### src/rtl/if_id_skid_if.sv
// Fetch/decode handshake bundle for the IF->ID skid register.
// The slave modport is the buffer's view; the master modport drives it.
interface if_id_skid_if #(
    parameter int PC_WIDTH    = 12,
    parameter int INSTR_WIDTH = 12
);
    logic                   in_valid;
    logic                   in_ready;
    logic [PC_WIDTH-1:0]    in_pc;
    logic [INSTR_WIDTH-1:0] in_instr;
    logic                   out_valid;
    logic                   out_ready;
    logic [PC_WIDTH-1:0]    out_pc;
    logic [INSTR_WIDTH-1:0] out_instr;

    modport slave (
        input  in_valid, in_pc, in_instr, out_ready,
        output in_ready, out_valid, out_pc, out_instr
    );

    modport master (
        output in_valid, in_pc, in_instr, out_ready,
        input  in_ready, out_valid, out_pc, out_instr
    );
endinterface

### src/rtl/if_id_skid.sv
// Elastic IF->ID register: main entry plus one skid entry, registered in_ready,
// NOP bubbles when empty or flushed, and a saturating backpressure counter.
module if_id_skid #(
    parameter int                     PC_WIDTH    = 12,
    parameter int                     INSTR_WIDTH = 12,
    parameter logic [INSTR_WIDTH-1:0] NOP_INSTR   = '0,
    parameter int                     CNT_WIDTH   = 8
) (
    input  logic                 clk,
    input  logic                 reset,
    input  logic                 flush,
    if_id_skid_if.slave          pipe,
    output logic [1:0]           occupancy,
    output logic [CNT_WIDTH-1:0] stall_cnt
);
    localparam logic [1:0] EMPTY = 2'd0;
    localparam logic [1:0] ONE   = 2'd1;
    localparam logic [1:0] TWO   = 2'd2;

    logic [1:0]             state_q, state_d;
    logic [PC_WIDTH-1:0]    main_pc_q, main_pc_d, skid_pc_q, skid_pc_d;
    logic [INSTR_WIDTH-1:0] main_instr_q, main_instr_d, skid_instr_q, skid_instr_d;
    logic                   in_ready_q, in_ready_d;
    logic [CNT_WIDTH-1:0]   stall_cnt_q, stall_cnt_d;
    logic                   out_valid, acc, cons;

    function automatic logic [CNT_WIDTH-1:0] sat_inc(input logic [CNT_WIDTH-1:0] v);
        return (&v) ? v : v + CNT_WIDTH'(1);
    endfunction

    assign out_valid = (state_q != EMPTY);
    assign acc       = pipe.in_valid & in_ready_q & ~flush;
    assign cons      = out_valid & pipe.out_ready;

    // Main entry is forced to bubble whenever it empties, so outputs stay register-driven.
    always_comb begin
        state_d      = state_q;
        main_pc_d    = main_pc_q;
        main_instr_d = main_instr_q;
        skid_pc_d    = skid_pc_q;
        skid_instr_d = skid_instr_q;
        if (flush) begin
            state_d      = EMPTY;
            main_pc_d    = '0;
            main_instr_d = NOP_INSTR;
            skid_pc_d    = '0;
            skid_instr_d = NOP_INSTR;
        end else begin
            case (state_q)
                EMPTY: begin
                    if (acc) begin
                        state_d      = ONE;
                        main_pc_d    = pipe.in_pc;
                        main_instr_d = pipe.in_instr;
                    end
                end
                ONE: begin
                    if (acc && cons) begin
                        main_pc_d    = pipe.in_pc;
                        main_instr_d = pipe.in_instr;
                    end else if (acc) begin
                        state_d      = TWO;
                        skid_pc_d    = pipe.in_pc;
                        skid_instr_d = pipe.in_instr;
                    end else if (cons) begin
                        state_d      = EMPTY;
                        main_pc_d    = '0;
                        main_instr_d = NOP_INSTR;
                    end
                end
                TWO: begin
                    if (cons) begin
                        state_d      = ONE;
                        main_pc_d    = skid_pc_q;
                        main_instr_d = skid_instr_q;
                        skid_pc_d    = '0;
                        skid_instr_d = NOP_INSTR;
                    end
                end
                default: begin
                    state_d      = EMPTY;
                    main_pc_d    = '0;
                    main_instr_d = NOP_INSTR;
                end
            endcase
        end
    end

    assign in_ready_d  = (state_d != TWO);
    assign stall_cnt_d = (out_valid && !pipe.out_ready && !flush) ? sat_inc(stall_cnt_q)
                                                                  : stall_cnt_q;

    always_ff @(posedge clk or posedge reset) begin
        if (reset) begin
            state_q      <= EMPTY;
            main_pc_q    <= '0;
            main_instr_q <= NOP_INSTR;
            skid_pc_q    <= '0;
            skid_instr_q <= NOP_INSTR;
            in_ready_q   <= 1'b1;
            stall_cnt_q  <= '0;
        end else begin
            state_q      <= state_d;
            main_pc_q    <= main_pc_d;
            main_instr_q <= main_instr_d;
            skid_pc_q    <= skid_pc_d;
            skid_instr_q <= skid_instr_d;
            in_ready_q   <= in_ready_d;
            stall_cnt_q  <= stall_cnt_d;
        end
    end

    assign pipe.in_ready  = in_ready_q;
    assign pipe.out_valid = out_valid;
    assign pipe.out_pc    = main_pc_q;
    assign pipe.out_instr = main_instr_q;
    assign occupancy      = state_q;
    assign stall_cnt      = stall_cnt_q;
endmodule

### src/flat_wrapper.sv
// flat-port wrapper written by rule: the top's interface ports become plain ports
module if_id_skid_flat 
#(
    parameter int                     PC_WIDTH    = 12,
    parameter int                     INSTR_WIDTH = 12,
    parameter logic [INSTR_WIDTH-1:0] NOP_INSTR   = '0,
    parameter int                     CNT_WIDTH   = 8
)
  (clk, reset, flush, occupancy, stall_cnt, pipe_in_valid, pipe_in_pc, pipe_in_instr, pipe_out_ready, pipe_in_ready, pipe_out_valid, pipe_out_pc, pipe_out_instr);
  if_id_skid_if #(.PC_WIDTH(PC_WIDTH), .INSTR_WIDTH(INSTR_WIDTH)) pipe_i ();
  input  logic clk;
  input  logic reset;
  input  logic flush;
  output logic [1:0] occupancy;
  output logic [CNT_WIDTH-1:0] stall_cnt;
  input wire logic [$bits(pipe_i.in_valid)-1:0] pipe_in_valid;
  input wire logic [$bits(pipe_i.in_pc)-1:0] pipe_in_pc;
  input wire logic [$bits(pipe_i.in_instr)-1:0] pipe_in_instr;
  input wire logic [$bits(pipe_i.out_ready)-1:0] pipe_out_ready;
  output wire logic [$bits(pipe_i.in_ready)-1:0] pipe_in_ready;
  output wire logic [$bits(pipe_i.out_valid)-1:0] pipe_out_valid;
  output wire logic [$bits(pipe_i.out_pc)-1:0] pipe_out_pc;
  output wire logic [$bits(pipe_i.out_instr)-1:0] pipe_out_instr;
  assign pipe_i.in_valid = pipe_in_valid;
  assign pipe_i.in_pc = pipe_in_pc;
  assign pipe_i.in_instr = pipe_in_instr;
  assign pipe_i.out_ready = pipe_out_ready;
  assign pipe_in_ready = pipe_i.in_ready;
  assign pipe_out_valid = pipe_i.out_valid;
  assign pipe_out_pc = pipe_i.out_pc;
  assign pipe_out_instr = pipe_i.out_instr;
  if_id_skid #(.PC_WIDTH(PC_WIDTH), .INSTR_WIDTH(INSTR_WIDTH), .NOP_INSTR(NOP_INSTR), .CNT_WIDTH(CNT_WIDTH)) u_core (.clk(clk), .reset(reset), .flush(flush), .pipe(pipe_i), .occupancy(occupancy), .stall_cnt(stall_cnt));
endmodule
### config.mk
export PLATFORM = sky130hd
export DESIGN_NAME = if_id_skid_flat
export DESIGN_NICKNAME = d
export VERILOG_FILES = /design/src/rtl/if_id_skid_if.sv /design/src/rtl/if_id_skid.sv /design/src/flat_wrapper.sv
export SDC_FILE = /design/constraint.sdc
export NUM_CORES = 1
export LEC_CHECK = 0
export BUFFER_PORTS_ARGS = -buffer_cell sky130_fd_sc_hd__buf_2
export CELL_PAD_IN_SITES_DETAIL_PLACEMENT = 0
export CELL_PAD_IN_SITES_GLOBAL_PLACEMENT = 1
export CORE_UTILIZATION = 42
export CTS_CLUSTER_DIAMETER = 150
export DETAILED_ROUTE_END_ITERATION = 10
export GPL_ROUTABILITY_DRIVEN = 0
export PLACE_DENSITY_LB_ADDON = 0.1
export SLEW_MARGIN = 25
export SYNTH_ARGS = -nofsm -noshare
export SYNTH_HDL_FRONTEND = slang
export SYNTH_SLANG_ARGS = --single-unit
### constraint.sdc
create_clock -name clk -period 2.4 [get_ports clk]
set_clock_uncertainty 0.05 [all_clocks]
set_input_delay 0.48 -clock clk [delete_from_list [all_inputs] [get_ports clk]]
set_output_delay 0.48 -clock clk [all_outputs]
set_load 0.01 [all_outputs]
==> qor.yml, run 1 <==
synth:
  seq_area_frac_synth_pct: 50.28
  ys_ff_latch: 59
  ys_types: 36
  synth_warnings: 0
  syn-cell-area_um2: 2939
  synth_edf_count: 0
  synth_fp_nets: 309
  ys_async_sr_fraction_pct: 100.0
  avgSynthCellArea_um2: 10.53
  ys.flop_type: "dfrtp_1"
  syn_inst: 279
clocking:
  post_cts_buffers: 0
  cts.repair.resized: 0
  cts_root_buf: "clkbuf_8"
  tritoncts: "built"
  cts_buffers: 9
  h-tree-depth: 3
  path_clk_slew_ps: 70
  cts_buffer_depth: 2
  clk_latency_ps: 320
  clock-sinks: 59
  cts_hold_buf: 0
timing:
  rsz0062_at_grt: "no"
  worst_slew_pin_slew_ps: 657.4
  setup_tns_ps: 0
  max_freq_mhz: 516.1
  final-max-slew-violation-count: 0
  finalHoldViolCount: 0
  period_minus_slack_ps: 1938
  fin_ws_ps: 462.4
  setup_violations: 0
  whs_ps: 149.0
  finalCritPeriodShare_pct: 80.73
  relSlewSlack_pct: 56.07
floorplan:
  initial_core_util_pct: 43.26
  core.rowCount: 30
  die_y_um: 85.65
  die_x_um: 85.65
  num_io_pins: 65
  fp.dieArea_um2: 7336
  coreArea_um2: 6794
cells_and_area:
  utilization_pct: 52.17
  drive_gt1_share_pct: 28.57
  diodes: 0
  synthToLayoutAreaGrowth_pct: 20.60
  nets: 375
  layout.cells.non_filler: 446
setup_path:
  reg2reg_to: "u_core.skid_instr_q[10]"
  arrival_ps: 2070
  path_class: "register to register"
  r2r_slack_ps: 460
  crit_path_start_kind: "register"
  reg2reg_depth: 5
  end_kind: "register"
  rr_startpoint: "u_core.occupancy[1]"
  crit_path_end: "u_core.skid_instr_q[10]"
  cp.required_ps: 2530
  crit_fanout: 48
  startpoint: "u_core.occupancy[1]"
routing:
  routed_wl_mm: 6.690
  via_count: 2310
  drc: 1
  avgViaCountPerCell: 5.179
  drt-pass1-iter-count: 7
  first_iter_violations: 118
  wl_per_cell_um: 15.00
  ant_nets: 0
status:
  violations: "DRC"
  outcome: "finished with violations"
global_routing:
  gr-total-overflow: 0
  grt_max_degree: 60
  track_usage_pct: 19.82
  grt_pass1_vias: 2278
  grt_pass1_wl_mm: 11.15
  antenna_found_initial: 0
min_path:
  hp-class: "primary input to asynchronous set/reset pin"
job:
  drv_cap: 0
power:
  ir_drop_mv: 0.3676
  leakagePower_uw: 0.001657
  power_density_nw_per_um2: 688.9
placement:
  portBuffers: 64
  place_hpwl_mm: 4.179
  dp_cells: 430
  pre_cts_ws_ps: 230.4
-- through the flow --
| step | area (um^2) | power [uW] |
|---|---|---|
| detailed placement | 3367 | 1676 |
| global route | 3545 | 2574 |
| CTS | 3540 | 2472 |
| floorplan | 2939 | 1489 |
| global placement | 3367 | 1666 |
| finish | 3545 | 2442 |
-- worst min path at each step --
stage                                  from                       end  slack [ps]  cells past startpoint
finish                                reset  u_core.pipe.out_instr[3]         150                      3
CTS                                   reset  u_core.pipe.out_instr[3]         160                      3
global route                          reset       u_core.stall_cnt[4]         180                      3
global placement     u_core.skid_instr_q[0]    u_core.skid_instr_q[0]         410                      2
floorplan           u_core.skid_instr_q[10]   u_core.skid_instr_q[10]         400                      2
detailed placement   u_core.skid_instr_q[7]    u_core.skid_instr_q[7]         420                      2
-- cell families after synthesis --
kind of cell | count (synthesis) | share of synthesized area, %
fa+ha+maj | 1 | 0.4256
xor+xnor | 3 | 0.8942
simple gates | 83 | 13.37
compound gates | 81 | 20.65
buf+inv | 24 | 4.682
mux | 28 | 9.706
flops | 59 | 50.28
-- area by class of cell --
cell class / count / area, um^2
clock buffers: 14 / 162.7
clock inverters: 2 / 10.01
fillers: 638 / 3249
inverters: 4 / 15.01
multi-input cells: 196 / 1343
flip-flops and latches: 59 / 1479
well taps: 96 / 120.1
repair buffers: 75 / 415.4
-- cell usage after synthesis (3+ instances only) --
| cell type | instances | share of area [%] |
|---|---|---|
| nand3_1 | 7 | 1.2 |
| buf_4 | 3 | 0.77 |
| dfrtp_1 | 58 | 49 |
| mux2_2 | 3 | 1.1 |
| buf_2 | 11 | 1.9 |
| o2bb2ai_1 | 24 | 7.2 |
| clkbuf_1 | 3 | 0.38 |
| xnor2_1 | 3 | 0.89 |
| a22o_1 | 24 | 7.2 |
| o21ai_1 | 18 | 3.1 |
| mux2i_1 | 24 | 8.2 |
| nor2_1 | 3 | 0.38 |
| inv_1 | 4 | 0.51 |
| and2_1 | 3 | 0.64 |
| nand4_1 | 3 | 0.64 |
| a21oi_1 | 3 | 0.51 |
| buf_6 | 3 | 1.1 |
| o21ai_0 | 7 | 1.2 |
| nand2_1 | 55 | 7.0 |
-- power by group --
group	switching [uW]	internal, uW	leakage, uW	total [uW]
Sequential	83.8	1100	0.000774	1190
Clock	362	429	0.0000905	791
Combinational	264	202	0.000793	465
Total	710	1730	0.00166	2440
-- worst max-delay path: stages, from the launching register on --
cell      delay, ps
dfrtp_2         440
buf_4           210
and3b_1         210
a311oi_4        250
buf_4           440
o21ai_0         180
-- state kept, by name, summed over array words and instances, names as in the netlist --
register,cells
u_core.pipe.in_ready,1
u_core.pipe.out_pc,12
u_core.stall_cnt,8
u_core.occupancy,2
u_core.pipe.out_instr,12
u_core.skid_instr_q,12
u_core.skid_pc_q,12
-- cells in the final DEF (no fill, tap or decap), types with 2 or more instances in the layout --
cell type and n:
a21o_1 2, a21oi_1 3, a22o_1 24, and2_1 3, and4_1 2, buf_2 64
buf_4 10, clkbuf_1 3, clkbuf_8 11, clkinv_2 2, dfrtp_1 57, inv_1 3
mux2_2 3, mux2i_1 24, nand2_1 55, nand3_1 7, nand4_1 3, nor2_1 2
nor2b_1 2, o21ai_0 7, o21ai_1 18, o2bb2ai_1 24, xnor2_1 3
-- per-layer routing --
metal  vias up  track usage (%)  wire, um
met3         7            3.657       247
li1       1141                -         -
met2        57            30.25      3165
met5         -                0         0
met1      1105            27.32      3192
met4         0            9.545        85
No activity file was read; power rests on OpenSTA's default activity.
==> inputs of run 2 (changes only) <==
- CORE_UTILIZATION: 42 -> 38
- clock period: 2.4 -> 1.75 ns (I/O delays scaled with it)
==> qor.yml, run 2 (same netlist as run 1, synthesis figures left out) <==
global_routing:
  track_usage_pct: 17.78
  antenna_found_initial: 0
  grt_pass1_wl_mm: 11.47
  gr-total-overflow: 0
  grt_max_degree: 35
  grt_pass1_vias: 2292
routing:
  first_iter_violations: 73
  ant_nets: 0
  drc: 0
  avgViaCountPerCell: 5.026
  routed_wl_mm: 6.990
  via_count: 2332
  drt-pass1-iter-count: 4
  wl_per_cell_um: 15.06
cells_and_area:
  synthToLayoutAreaGrowth_pct: 28.18
  utilization_pct: 51.12
  diodes: 0
  final_common_cell: "buf_2"
  drive_gt1_share_pct: 32.60
  nets: 390
  stdcell_area_um2: 3767
  final_cell_mix: "buf_2, dfrtp_1, nand2_1"
setup_path:
  arrival_ps: 1310
  end_kind: "output pin"
  cp.required_ps: 1350
  path_class: "register to output pin"
  crit_path_start_kind: "register"
  crit_fanout: 6
placement:
  placed_area_um2: 3467
  place_hpwl_mm: 4.612
  portBuffers: 64
floorplan:
  core.rowCount: 31
  die_x_um: 89.95
  die_y_um: 89.95
  coreArea_um2: 7370
  fp.dieArea_um2: 8090
  initial_core_util_pct: 39.88
  num_io_pins: 65
timing:
  setup_tns_ps: 0
  relSlewSlack_pct: 71.45
  rsz0062_at_grt: "yes"
  finalHoldViolCount: 0
  final-max-slew-violation-count: 0
  setup_violations: 0
  finalCritPeriodShare_pct: 97.97
  max_freq_mhz: 583.3
  period_minus_slack_ps: 1714
  worst_slew_pin_slew_ps: 427.3
job:
  drv_cap: 0
clocking:
  clk_latency_ps: 330
  h-tree-depth: 3
  cts_buffer_depth: 2
  cts_buffers: 9
  tritoncts: "built"
  clock-sinks: 59
  cts_root_buf: "clkbuf_8"
  path_clk_slew_ps: 70
power:
  leakagePower_uw: 0.001752
  power_uw: 3621
  ir_drop_mv: 0.3750
  power_density_nw_per_um2: 961.2
status:
  outcome: "completed"
min_path:
  hp-class: "primary input to register"
==> run 2: worst max-delay path: stages, from the launching register on <==
cell and delay, ps:
dfrtp_2 440, buf_4 160, or2_4 240, buf_2 140
==> run 2: per-stage QoR <==
| stage | hold slack, ps | instances | setup slack [ps] |
|---|---|---|---|
| 6_report | 213.6 | 464 | 35.54 |
| 4_1_cts | 200.1 | 461 | 4.590 |
| 3_3_place_gp | 331.1 | 443 | -231.4 |
| 2_1_floorplan | 363.1 | 279 | 106.0 |
| 5_1_grt | 217.5 | 464 | -15.92 |
| 3_5_place_dp | 324.9 | 443 | 10.79 |
==> run 2: what timing repair did <==
action	CTS	global route
endpoints found under the hold margin	14	0
setup endpoints to repair	3	46
pin swaps	1	2
setup buffers	1	1
gates cloned	0	2
gates resized for setup	1	7
hold buffers	1	0
==> run 2: final timing paths <==
path	slack, ps	end	cells after the start	start
worst min register to register	430	u_core.skid_pc_q[0]	2	u_core.skid_pc_q[0]
max in group asynchronous	600	u_core.stall_cnt[3]	4	reset
worst max register to register	40	u_core.stall_cnt[5]	5	u_core.occupancy[1]
worst min-delay path	210	u_core.skid_instr_q[4]	3	pipe_in_instr[4]
min in group asynchronous	510	u_core.skid_instr_q[4]	3	reset
worst max-delay path	40	pipe_out_valid	3	u_core.occupancy[1]
==> run 2: layout make-up <==
class                   instances  area, um^2
clock buffers                  13       168.9
repair buffers                 89       568.0
clock inverters                 3       45.04
fillers                       726        3602
inverters                       4       18.77
multi-input cells             197        1364
well taps                      99       123.9
flip-flops and latches         59        1479
==> run 2: power breakdown <==
group	internal, uW	switching [uW]
sequential	1510	110
combinational	320	384
clock	775	522
total	2600	1020
==> run 2: layer usage <==
layer  routed length (um)  global-route usage, %
met5                    0                      0
met4                  107                  7.258
met3                  243                  2.876
met2                 3231                  27.18
met1                 3407                  25.15
